`src/rtl/bcd_to_bin_serial_pkg.sv`:
```
// Shared constants and state encoding for the serial BCD-to-binary converter.
package bcd_to_bin_serial_pkg;

    typedef enum logic [1:0] {
        ST_IDLE = 2'd0,
        ST_CONV = 2'd1,
        ST_DONE = 2'd2
    } state_e;

    localparam logic [3:0] BCD_MAX_DIGIT  = 4'd9;
    localparam logic [3:0] BCD_ADJ_THRESH = 4'd8;
    localparam logic [3:0] BCD_ADJ_SUB    = 4'd3;

endpackage

```
`src/rtl/bcd_to_bin_serial_if.sv`:
```
// Start/busy/done handshake and data bus of the BCD-to-binary converter.
interface bcd_to_bin_serial_if #(
    parameter int unsigned DIGITS = 3,
    parameter int unsigned BIN_W  = 10
);

    logic                  start;
    logic [4*DIGITS-1:0]   bcd_in;
    logic                  busy;
    logic                  done;
    logic                  err;
    logic [BIN_W-1:0]      bin_out;

    modport master (
        output start,
        output bcd_in,
        input  busy,
        input  done,
        input  err,
        input  bin_out
    );

    modport slave (
        input  start,
        input  bcd_in,
        output busy,
        output done,
        output err,
        output bin_out
    );

endinterface

```
`src/rtl/bcd_digit_adjust.sv`:
```
// One BCD digit correction for reverse double-dabble: digits >= 8 lose 3 after each shift.
module bcd_digit_adjust
    import bcd_to_bin_serial_pkg::*;
(
    input  logic [3:0] digit_i,
    output logic [3:0] digit_o
);

    assign digit_o = (digit_i >= BCD_ADJ_THRESH) ? (digit_i - BCD_ADJ_SUB) : digit_i;

endmodule

```
`src/rtl/bcd_to_bin_serial.sv`:
```
// Serial BCD-to-binary converter: one reverse double-dabble shift/correct step per clock.
module bcd_to_bin_serial
    import bcd_to_bin_serial_pkg::*;
#(
    parameter int unsigned DIGITS = 3,
    parameter int unsigned BIN_W  = 10
) (
    input logic                clk,
    input logic                rst_n,
    bcd_to_bin_serial_if.slave bus
);

    localparam int unsigned SR_W  = 4 * DIGITS + BIN_W;
    localparam int unsigned CNT_W = $clog2(BIN_W + 1);

    state_e             state_q, state_d;
    logic [SR_W-1:0]    sr_q, sr_d;
    logic [SR_W-1:0]    sr_shift, sr_adj;
    logic [CNT_W-1:0]   cnt_q, cnt_d;
    logic [BIN_W-1:0]   bin_q, bin_d;
    logic               err_q, err_d;
    logic               bad_digit;

    assign sr_shift = sr_q >> 1;

    // Binary bits pass through; each BCD field is corrected after the shift.
    assign sr_adj[BIN_W-1:0] = sr_shift[BIN_W-1:0];

    for (genvar g = 0; g < DIGITS; g++) begin : g_adj
        bcd_digit_adjust u_adj (
            .digit_i (sr_shift[BIN_W + 4*g +: 4]),
            .digit_o (sr_adj[BIN_W + 4*g +: 4])
        );
    end

    always_comb begin
        bad_digit = 1'b0;
        for (int i = 0; i < DIGITS; i++) begin
            if (bus.bcd_in[4*i +: 4] > BCD_MAX_DIGIT) begin
                bad_digit = 1'b1;
            end
        end
    end

    always_comb begin
        state_d = state_q;
        sr_d    = sr_q;
        cnt_d   = cnt_q;
        bin_d   = bin_q;
        err_d   = err_q;
        unique case (state_q)
            ST_IDLE: begin
                if (bus.start) begin
                    if (bad_digit) begin
                        bin_d   = '0;
                        err_d   = 1'b1;
                        state_d = ST_DONE;
                    end else begin
                        sr_d    = {bus.bcd_in, {BIN_W{1'b0}}};
                        cnt_d   = '0;
                        err_d   = 1'b0;
                        state_d = ST_CONV;
                    end
                end
            end
            ST_CONV: begin
                sr_d  = sr_adj;
                cnt_d = cnt_q + 1'b1;
                if (cnt_q == CNT_W'(BIN_W - 1)) begin
                    bin_d   = sr_adj[BIN_W-1:0];
                    state_d = ST_DONE;
                end
            end
            ST_DONE: begin
                state_d = ST_IDLE;
            end
            default: begin
                state_d = ST_IDLE;
            end
        endcase
    end

    always_ff @(posedge clk or negedge rst_n) begin
        if (!rst_n) begin
            state_q <= ST_IDLE;
            sr_q    <= '0;
            cnt_q   <= '0;
            bin_q   <= '0;
            err_q   <= 1'b0;
        end else begin
            state_q <= state_d;
            sr_q    <= sr_d;
            cnt_q   <= cnt_d;
            bin_q   <= bin_d;
            err_q   <= err_d;
        end
    end

    assign bus.busy    = (state_q == ST_CONV);
    assign bus.done    = (state_q == ST_DONE);
    assign bus.err     = err_q;
    assign bus.bin_out = bin_q;

endmodule

```
`src/flat_wrapper.sv`:
```
// flat-port wrapper written by rule: the top's interface ports become plain ports
module bcd_to_bin_serial_flat import bcd_to_bin_serial_pkg::*;
#(
    parameter int unsigned DIGITS = 3,
    parameter int unsigned BIN_W  = 10
)
  (clk, rst_n, bus_start, bus_bcd_in, bus_busy, bus_done, bus_err, bus_bin_out);
  bcd_to_bin_serial_if #(.DIGITS(DIGITS), .BIN_W(BIN_W)) bus_i ();
  input logic clk;
  input logic rst_n;
  input wire logic [$bits(bus_i.start)-1:0] bus_start;
  input wire logic [$bits(bus_i.bcd_in)-1:0] bus_bcd_in;
  output wire logic [$bits(bus_i.busy)-1:0] bus_busy;
  output wire logic [$bits(bus_i.done)-1:0] bus_done;
  output wire logic [$bits(bus_i.err)-1:0] bus_err;
  output wire logic [$bits(bus_i.bin_out)-1:0] bus_bin_out;
  assign bus_i.start = bus_start;
  assign bus_i.bcd_in = bus_bcd_in;
  assign bus_busy = bus_i.busy;
  assign bus_done = bus_i.done;
  assign bus_err = bus_i.err;
  assign bus_bin_out = bus_i.bin_out;
  bcd_to_bin_serial #(.DIGITS(DIGITS), .BIN_W(BIN_W)) u_core (.clk(clk), .rst_n(rst_n), .bus(bus_i));
endmodule
```
`config.mk`:
```
export PLATFORM = sky130hd
export DESIGN_NAME = bcd_to_bin_serial_flat
export DESIGN_NICKNAME = d
export VERILOG_FILES = /design/src/rtl/bcd_to_bin_serial_pkg.sv /design/src/rtl/bcd_to_bin_serial_if.sv /design/src/rtl/bcd_digit_adjust.sv /design/src/rtl/bcd_to_bin_serial.sv /design/src/flat_wrapper.sv
export SDC_FILE = /design/constraint.sdc
export NUM_CORES = 1
export LEC_CHECK = 0
export ABC_AREA = 0
export CAP_MARGIN = 5
export CORE_ASPECT_RATIO = 1.4
export CORE_MARGIN = 2
export CORE_UTILIZATION = 45
export CTS_BUF_LIST = sky130_fd_sc_hd__clkbuf_8
export DETAILED_ROUTE_END_ITERATION = 10
export PLACE_DENSITY = 0.73
export SLEW_MARGIN = 10
export SYNTH_ARGS = -nofsm -noshare
export SYNTH_HDL_FRONTEND = slang
export SYNTH_HIERARCHICAL = 1
export SYNTH_SLANG_ARGS = --single-unit
```
`constraint.sdc`:
```
create_clock -name clk -period 2.2 [get_ports clk]
set_input_delay 0.22 -clock clk [delete_from_list [all_inputs] [get_ports clk]]
set_output_delay 0.22 -clock clk [all_outputs]
set_load 0.01 [all_outputs]
```
Yosys cells after proc, flatten, opt, wreduce, memory -nomap -nowiden
Cells that the tools add are included.
{"block": "classes", "addsub": 4, "mul": 0, "div_mod_pow": 0, "magnitude_cmp": 6, "eq_ne": 7, "shift": 0, "muxes": 21, "bitwise_logic": 0, "reduce_logical": 6}
{"cell": "two-way mux 22 bit", "count": 2}
{"cell": "case mux 22 bit (2 select lines)", "count": 1}
{"cell": "two-way mux 10 bit", "count": 3}
{"cell": "two-way mux 4 bit", "count": 5}
{"cell": "case mux 10 bit (2 select lines)", "count": 1}
{"cell": "> comparator 4 bit, second input constant", "count": 3}
{"cell": "greater-or-equal comparator 4 bit, second input constant", "count": 2}
{"cell": "case mux 4 bit (2 select lines)", "count": 1}
{"cell": "subtractor 4 x 2 -> 4 bit, second input constant", "count": 2}
{"cell": "two-way mux 2 bit", "count": 3}
{"cell": "adder 4 x 1 -> 4 bit, second input constant", "count": 1}
{"cell": "equality test 4 bit, second input constant", "count": 1}
{"cell": "greater-or-equal comparator 3 x 4 -> 1 bit, second input constant", "count": 1}
{"cell": "two-way mux 1 bit", "count": 4}
{"cell": "inequality test 2 x 1 -> 1 bit, second input constant", "count": 2}
{"cell": "inequality test 2 bit, second input constant", "count": 2}
{"cell": "case mux 2 bit (2 select lines)", "count": 1}
{"cell": "AND reduction 2 bit", "count": 2}
{"cell": "AND reduction 4 bit", "count": 1}
{"cell": "subtractor 3 x 2 -> 4 bit, second input constant", "count": 1}
{"cell": "AND reduction 3 bit", "count": 1}
{"cell": "equality test 2 x 1 -> 1 bit, second input constant", "count": 1}
{"cell": "equality test 2 bit, second input constant", "count": 1}
{"cell": "logical NOT 2 bit", "count": 1}
{"cell": "nonzero test 2 bit", "count": 1}
{"block": "word_totals", "regBits": 39, "latchBits": 0, "mem_bits_rw": 0, "mem_bits_ro": 0, "in_bits": 15, "output_inout_bits": 13, "word_cells": 49, "mem_count": 0}

Depth between registers and ports, before layout
Gate-level depths: netlist (run 1).
{"block": "logic_depth", "ltp_word": 7, "mapped_depth": 7, "mapped_depth_nobuf": 6}

Modules after synthesis
Netlist (run 1), hierarchy kept.
{"module": "bcd_to_bin_serial", "instances": 1, "cells_per_inst": 135, "area_each_um2": 1615.3, "seq_area_each_um2": 950.9}
{"module": "bcd_digit_adjust", "instances": 3, "cells_per_inst": 11, "area_each_um2": 76.3, "seq_area_each_um2": 0.0}

Worst setup path before layout (run 1)
No wires, ideal clock.
{"block": "synth_path", "kind": "reg2reg", "start": "register u_core.cnt_q[1]", "end": "register u_core.bin_q[1], in the netlist u_core/bus.bin_out[1]", "setup_ns": 0.121, "arrival_time_ns": 1.173, "t_required_ns": 2.079, "slack_ns": 0.906, "path_stages_with_launch": 8, "path_buffers": 1, "period_less_slack_ns": 1.294, "cell_sequence": "dfrtp_1 -> inv_1 -> ha_1 -> nand2_1 -> nor3_1 -> a21oi_1 -> buf_2 -> a22o_1"}
{"block": "synth_via", "elab_chain_len": 3}
{"item": "start, declared", "line": "bcd_to_bin_serial.sv:19", "source": "logic [CNT_W-1:0] cnt_q, cnt_d;"}
{"item": "start signal, assigned", "line": "bcd_to_bin_serial.sv:93", "source": "cnt_q <= cnt_d;"}
{"item": "equality test 4 bit", "line": "bcd_to_bin_serial.sv:69", "source": "if (cnt_q == CNT_W'(BIN_W - 1)) begin"}
{"item": "inequality test 2 x 1 -> 1 bit (no line)"}
{"item": "AND reduction 4 bit (no line)"}
{"item": "end signal, assigned", "line": "bcd_to_bin_serial.sv:94", "source": "bin_q <= bin_d;"}
{"item": "end, declared", "line": "bcd_to_bin_serial.sv:20", "source": "logic [BIN_W-1:0] bin_q, bin_d;"}
No other way between the ends.
A chain may end at the register's enable or synchronous reset.

Worst setup path after layout (run 1)
{"block": "layout_path", "start": "register u_core.state_q[1]", "end": "output port bus_busy"}
{"block": "layout_via", "elab_chain_len": 1}
{"item": "start, declared", "line": "bcd_to_bin_serial.sv:16", "source": "state_e state_q, state_d;"}
{"item": "start signal, assigned", "line": "bcd_to_bin_serial.sv:91", "source": "state_q <= state_d;"}
{"item": "equality test 2 x 1 -> 1 bit", "line": "bcd_to_bin_serial.sv:99", "source": "assign bus.busy = (state_q == ST_CONV);"}
{"item": "end, declared", "line": "flat_wrapper.sv:13", "source": "output wire logic [$bits(bus_i.busy)-1:0] bus_busy;"}
No other way between the ends.

==> results of run 1 <==
cell usage after synthesis, drive strengths merged:
master and n:
dfrtp 38, o21ai 23, a22o 19, nand2 19, mux2i 12, inv 10
ha 8, buf 7, nor2b 6, nand2b 5, a21oi 4, xnor2 3
xor2 3, a21boi 2, nand3 2, or3 2, a41oi 1, clkbuf 1
conb 1, nor3 1, o21a 1
per-layer routing:
metal | global-route usage | vias up | part of all wire
met5 | 0 | - | 0
met4 | 0.0698 | 0 | 0.023
met3 | 0.0551 | 9 | 0.054
met2 | 0.286 | 31 | 0.50
met1 | 0.221 | 655 | 0.43
li1 | - | 648 | -
path summary, 6_finish.rpt:
kind                                  startpoint                    end  slack [ps]  depth (start not counted)
setup / recovery               u_core/state_q[1]               bus_busy         260                          3
hold / removal                             rst_n        u_core/sr_q[17]         350                          2
setup reg to reg                 u_core/cnt_q[1]  u_core/bus.bin_out[7]         610                          8
hold reg to reg            u_core/bus.bin_out[4]  u_core/bus.bin_out[4]         510                          1
max in group asynchronous                  rst_n         u_core/sr_q[7]        1520                          2
min in group clk           u_core/bus.bin_out[4]  u_core/bus.bin_out[4]         510                          1
power breakdown:
part / switching [mW] / total (mW) / internal (mW)
Clock: 0.246 / 0.498 / 0.252
Sequential: 0.249 / 1.19 / 0.938
Combinational: 0.518 / 0.997 / 0.480
worst max-delay path: cells and delay by family (launching register included):
family | cells | cell delay [ps]
DFF | 1 | 400
and+or+nand+nor | 1 | 160
buffers and inverters | 2 | 870
registers in the layout, indices dropped and copies added (netlist names):
signal and flops:
u_core/sr_q 21, u_core/bus.bin_out 10, u_core/cnt_q 4, u_core/state_q 2
u_core/bus.err 1
through the flow:
stage	util	hold WS (ps)	area (um^2)	setup WS (ps)	power (mW)
after floorplan	-	-75.6	1860	906	1.93
final	0.577	351	2260	262	2.68
after global routing	0.577	409	2260	214	2.89
after CTS	0.577	367	2260	242	2.71
after detailed placement	0.552	485	2160	380	2.20
after global placement	0.552	484	2160	437	2.14
cell families after synthesis:
logic type | count (synthesis) | synth area share
other | 1 | 0.00203
xor gates and xnor gates | 6 | 0.0285
and+or+nand+nor | 35 | 0.0950
DFF | 38 | 0.516
AOI/OAI and AO/OA | 50 | 0.185
buffers and inverters | 18 | 0.0549
muxes | 12 | 0.0651
adders and majority gates | 8 | 0.0543
area by class of cell:
class                      instances  area [um^2]  share of cell area
inverter                          10         37.5              0.0166
tap                               43         53.8              0.0238
sequential                        38          951               0.421
clock inverter                     2         12.5             0.00554
timing repair buffer              33          315               0.140
clock buffer                       6         82.6              0.0365
multi-input combinational        116          807               0.357
==> impl_metrics.tcl, run 1 <==
set metrics [dict create \
    path_class "reg -> out" \
    start_util 0.471 \
    placedCellCount 240 \
    die_area_mm2 0.00463 \
    final_max_slew_viol_count 0 \
    fp.dieW_um 58.1 \
    yosysTopAreaCell "dfrtp_1" \
    worstPathCellList "nand2b_4 -> inv_2 -> clkdlybuf4s50_1" \
    fillCellCount 345 \
    cts_setup_buffers 0 \
    via_per_inst 5.42 \
    htreeDepth 2 \
    synth_area_leaders "dfrtp_1, a22o_1, mux2i_1" \
    post-route-drc-count 0 \
    hold_viol 0 \
    cp.required_ps 1980 \
    io_pins 28 \
    cpMaxStageDelayCell "clkdlybuf4s50_1" \
    cp-start-kind "flip-flop" \
    grt_pass1_vias 1362 \
    hold_class "in -> async" \
    arrival_ps 1720 \
    slowest_delay_ps 620 \
    grt_pass1_wl_um 6290 \
    port-buffer-count 27 \
    drt_iter0_drc 41 \
    vias 1343 \
    cts_sinks 38 \
    yosys_warnings 6 \
    antenna_found_initial 0 \
    critPathCaptureType "output port" \
    mostFrequentLayoutCell "dfrtp_1" \
    setup_viol_count_final 0 \
    cp_max_fo 12 \
    fin_nets 227 \
    skew_ps 10.7 \
    drive_above_1_share 0.0829 \
    cts_max_path_buffers 2 \
    insertion_delay_ps 290 \
    synth_top_area_share 0.516 \
    ir_drop_v 0.000768 \
    place_congestion 0.781 \
    synth_cells 168 \
    drtAntennaViolNets 0 \
    outcome "finished clean" \
    final_cell_mix "dfrtp_1, clkdlybuf4s50_1, nand2_1, a22o_1" \
    post_drt_wl_per_cell_um 15.2 \
    num_rows 27 \
    final_cell_count_no_fill 248 \
    max_cap_viol_count 0 \
    avgSynthCellArea_um2 11.0 \
    ys_seq_elements 38 \
    cellPowerDensity_mw_per_mm2 1190 \
    synth_cell_type_count 26 \
    core_mm2 0.00392 \
    finalWirelength_um 3770 \
    grt_max_degree 39 \
    setup_tns_ps 0 \
    finalWorstPathRequiredPeriod_ps 1940 \
    area_growth_pct 22.5 \
    cts_tree "yes" \
    synthesis.area_mm2 0.00184 \
    diodes 0 \
    drtPass1Iterations 4 \
    clkSlewWorstSetupHoldPaths_ps 80 \
    hpwl_um 2750 \
    leakage_nw 1.04 \
    grt.overflow.total 0 \
    postCtsHoldBufs 0 \
    grt_use_total 0.178 \
    die_h_um 79.7 \
    cts_inserted_buffers 5 \
    ys_seq_area_frac 0.516 \
    cts_resized 0 \
    cts-root-buf "clkbuf_8" \
    rsz0062_at_grt "no" \
    fmax_mhz 516 \
    finalCritPeriodShare 0.881 \
]
(Power assumes the default switching activity.)
==> run 2: changes to the inputs <==
==> constraint.sdc (replaced) <==
create_clock -name clk -period 2.4 [get_ports clk]
set_input_delay 0.24 -clock clk [delete_from_list [all_inputs] [get_ports clk]]
set_output_delay 0.24 -clock clk [all_outputs]
set_load 0.01 [all_outputs]
==> impl_metrics.tcl, run 2 (synthesis results as in run 1) <==
set metrics [dict create \
    reg2reg_from "u_core/state_q[0]" \
    cts_setup_buffers 0 \
    tightest_slew_ps 524 \
    core_mm2 0.00392 \
    grt_use_total 0.191 \
    finalCritPeriodShare 0.782 \
    io_pins 28 \
    place_congestion 0.856 \
    finalWorstPathRequiredPeriod_ps 1880 \
    cts-root-buf "clkbuf_8" \
    crit_end "bus_busy" \
    fin_nets 227 \
    cts_inserted_buffers 5 \
    final_max_slew_viol_count 0 \
    regMostFlops "u_core/sr_q" \
    final_cell_mix "dfrtp_1, clkdlybuf4s50_1, nand2_1, a22o_1" \
    internal_power_mw 1.61 \
    finalWirelength_um 3780 \
    switching_share 0.369 \
    hold_viol 0 \
    setup_ws_ps 523 \
    start_util 0.471 \
    drive_above_1_share 0.0829 \
    hold_class "in -> async" \
    reg2reg_slack_ps 710 \
    antenna_found_initial 0 \
    max_cap_viol_count 0 \
    clkPwrFrac 0.209 \
    diodes 0 \
    comb_power_share 0.362 \
    post_drt_wl_per_cell_um 15.2 \
    cts_sinks 38 \
    area_growth_pct 23.3 \
    cp-start-kind "flip-flop" \
    cp_top_family "buffers and inverters" \
    multi_input_area_um2 807 \
    worstPathCellList "nand2b_4 -> inv_2 -> clkdlybuf4s50_1" \
    path_depth 3 \
    cellPowerDensity_mw_per_mm2 1120 \
    slowest_delay_ps 600 \
    fillCellCount 328 \
    grt.overflow.total 0 \
    critPathLaunch "u_core/state_q[1]" \
    cpMaxStageDelayCell "clkdlybuf4s50_1" \
    power_frac_seq 0.429 \
    total_power_mw 2.54 \
    vias 1347 \
    seq_area_um2 951 \
    outcome "finished clean" \
    crit_buf_inv 2 \
    p_switching_uw 939 \
    largest_reg_flops 21 \
    drtAntennaViolNets 0 \
    critPathCaptureType "output port" \
    fmax_mhz 533 \
    post-route-drc-count 0 \
    place_ws_ps 412 \
    rr_endpoint "u_core/cnt_q[3]" \
    ir_drop_v 0.000661 \
    leakage_nw 1.05 \
    setup_tns_ps 0 \
    cts_tree "yes" \
    cp_max_fo 12 \
    port-buffer-count 27 \
    insertion_delay_ps 300 \
    grt_pass1_vias 1454 \
    htreeDepth 2 \
    grt_pass1_wl_um 6570 \
    mostFrequentLayoutCell "dfrtp_1" \
    postCtsHoldBufs 0 \
    clkSlewWorstSetupHoldPaths_ps 70 \
    via_per_inst 5.43 \
    setup_viol_count_final 0 \
    cts_resized 0 \
    drtPass1Iterations 4 \
    path_class "reg -> out" \
    num_rows 27 \
    reg2regPathDepth 6 \
    die_area_mm2 0.00463 \
    placedCellCount 240 \
    arrival_ps 1640 \
    die_h_um 79.7 \
    fp.dieW_um 58.1 \
    final_cell_count_no_fill 248 \
    cp.required_ps 2160 \
    rsz0062_at_grt "no" \
    utilization 0.580 \
    skew_ps 5.53 \
    hpwl_um 2700 \
    drt_iter0_drc 45 \
    cts_max_path_buffers 2 \
    slew-limit-headroom 0.651 \
    grt_max_degree 39 \
]
==> run 2: changes by cell type in the layout (fill, tap and decap cells not counted) <==
cell / delta
bufinv_16: +1
clkbuf_8: -1
clkinv_2: +1
clkinvlp_4: -1
==> run 2: power groups by stage <==
stage	logic (mW)	registers (mW)	clock network (mW)
2_1_floorplan	0.727	1.04	0
3_3_place_gp	0.875	1.09	0
3_5_place_dp	0.930	1.10	0
4_1_cts	0.938	1.09	0.550
5_1_grt	1.06	1.12	0.572
6_report	0.922	1.09	0.532
==> run 2: how the worst min path moves through the flow <==
stage | from | endpoint | slack (ps) | depth (start not counted)
detailed placement | u_core/bus.bin_out[5] | u_core/bus.bin_out[5] | 490 | 1
finish | rst_n | u_core/sr_q[21] | 360 | 2
global placement | u_core/bus.bin_out[3] | u_core/bus.bin_out[3] | 490 | 1
global route | rst_n | u_core/sr_q[21] | 410 | 2
floorplan | rst_n | u_core/bus.bin_out[0] | -60 | 0
CTS | rst_n | u_core/state_q[0] | 380 | 2
==> run 2: area by class of cell <==
type	instances	share of cell area
timing repair buffer	33	0.139
clock inverter	3	0.0176
clock buffer	5	0.0303
inverter	10	0.0165
sequential	38	0.418
multi-input combinational	116	0.355
tap	43	0.0237
==> run 2: routing by layer <==
metal  up-vias  global-route usage  part of all wire
met1       640               0.231              0.42
li1        647                   -                 -
met5         -                   0                 0
met3        12              0.0470             0.064
met2        48               0.302              0.48
met4         0               0.116             0.033
==> run 2: per-stage QoR <==
stage          area (um^2)  hold WS [ps]
3_5_place_dp          2160           486
3_3_place_gp          2160           486
5_1_grt               2270           410
6_report              2270           362
4_1_cts               2270           377
2_1_floorplan         1860         -55.6
==> run 3: changes to the inputs <==
==> constraint.sdc (replaced) <==
create_clock -name clk -period 1.8 [get_ports clk]
set_input_delay 0.18 -clock clk [delete_from_list [all_inputs] [get_ports clk]]
set_output_delay 0.18 -clock clk [all_outputs]
set_load 0.01 [all_outputs]
==> impl_metrics.tcl, run 3 (synthesis results as in run 1) <==
set metrics [dict create \
    die_area_mm2 0.00463 \
    max_cap_viol_count 0 \
    final_max_slew_viol_count 0 \
    drtAntennaViolNets 0 \
    cts_max_path_buffers 2 \
    setup_tns_ps 0 \
    finalInstanceArea_mm2 0.00226 \
    num_rows 27 \
    fin_nets 229 \
    io_pins 28 \
    post-route-drc-count 0 \
    place_congestion 0.742 \
    skew_ps 2.75 \
    die_h_um 79.7 \
    fmax_mhz 582 \
    postCtsHoldBufs 0 \
    leakage_nw 1.05 \
    finalCritPeriodShare 0.955 \
    grt_pass1_vias 1441 \
    post_drt_wl_per_cell_um 15.3 \
    antenna_found_initial 0 \
    cp.required_ps 1620 \
    cts_inserted_buffers 5 \
    reg2reg_slack_ps 330 \
    postPlaceCellArea_mm2 0.00218 \
    finalHoldWorstSlack_ps 318 \
    finalWorstPathRequiredPeriod_ps 1720 \
    cp_max_fo 8 \
    drtPass1Iterations 4 \
    setup_viol_count_final 0 \
    mostFrequentLayoutCell "dfrtp_1" \
    ir_drop_v 0.00104 \
    critPathCaptureType "output port" \
    arrival_ps 1540 \
    area_growth_pct 22.5 \
    drive_above_1_share 0.0777 \
    cpMaxStageDelayCell "clkdlybuf4s50_1" \
    regMostFlops "u_core/sr_q" \
    port-buffer-count 27 \
    drt_iter0_drc 42 \
    insertion_delay_ps 280 \
    grt_use_total 0.189 \
    slowest_delay_ps 570 \
    start_util 0.471 \
    path_class "reg -> out" \
    cp-start-kind "flip-flop" \
    cellPowerDensity_mw_per_mm2 1430 \
    grt_pass1_wl_um 6520 \
    cts_sinks 38 \
    worstPathCellList "nand2b_4 -> inv_4 -> clkdlybuf4s50_1" \
    via_per_inst 5.39 \
    final_cell_mix "dfrtp_1, clkdlybuf4s50_1, nand2_1, a22o_1" \
    largest_reg_flops 21 \
    hold_class "in -> async" \
    htreeDepth 2 \
    grt.overflow.total 0 \
    rsz0062_at_grt "no" \
    vias 1342 \
    finalWirelength_um 3800 \
    hpwl_um 2750 \
    fp.dieW_um 58.1 \
    hold_viol 0 \
    cts-root-buf "clkbuf_8" \
    core_mm2 0.00392 \
    diodes 0 \
    grt_max_degree 39 \
    clkSlewWorstSetupHoldPaths_ps 70 \
    reg2regPathDepth 7 \
    outcome "finished clean" \
    cts_tree "yes" \
]
## run 3: cell types whose count changed in the layout (fill, tap and decap cells not counted), sizes merged
| cell | change |
|---|---|
| clkinv | -2 |
| buf | +2 |
| bufinv | -1 |
| inv | +2 |
## run 3: final timing paths
check,end,start
worst max register to register,u_core/bus.bin_out[3],u_core/cnt_q[1]
max in group asynchronous,u_core/sr_q[5],rst_n
min in group clk,u_core/bus.bin_out[0],u_core/bus.bin_out[0]
worst min-delay path,u_core/sr_q[20],rst_n
worst max-delay path,bus_busy,u_core/state_q[1]
worst min register to register,u_core/bus.bin_out[0],u_core/bus.bin_out[0]
## run 3: final cells by class
cell class	count	area, um^2
inverters	10	40.0
fillers	353	1660
clock buffers	5	68.8
multi-input cells	116	807
repair buffers	35	330
flip-flops and latches	38	951
well taps	43	53.8
clock inverters	2	7.51
## run 3: routing by layer
layer	vias to the layer above	GRT usage	part of all wire
li1	652	-	-
met1	654	0.222	0.43
met2	29	0.311	0.50
met3	7	0.0551	0.056
met4	0	0.0907	0.022
met5	-	0	0
## run 3: power breakdown
group          switching, mW  internal [mW]  total (mW)
logic                  0.650          0.611        1.26
clock network          0.257          0.255       0.511
registers              0.313           1.15        1.46
total                   1.22           2.01        3.23
## run 3: metrics by stage
step / setup WS [ps] / instances / utilization / power (mW)
2_1_floorplan: 506 / 172 / - / 2.36
3_3_place_gp: 134 / 242 / 0.556 / 2.64
3_5_place_dp: 71.2 / 242 / 0.556 / 2.73
4_1_cts: 60.9 / 249 / 0.576 / 3.27
5_1_grt: 8.90 / 249 / 0.576 / 3.51
6_report: 80.5 / 249 / 0.576 / 3.23
## run 3: timing repair
item                                    CTS  global route
endpoints found under the setup margin    1             0
resized for setup                         1             0
hold endpoints to repair                  0             0
setup buffers                             0             0
## run 3: critical path: cells and delay by family (launching register included)
kind,cells,cell delay (ps)
flip-flops,1,390
AND/OR/NAND/NOR,1,170
buffers and inverters,2,700
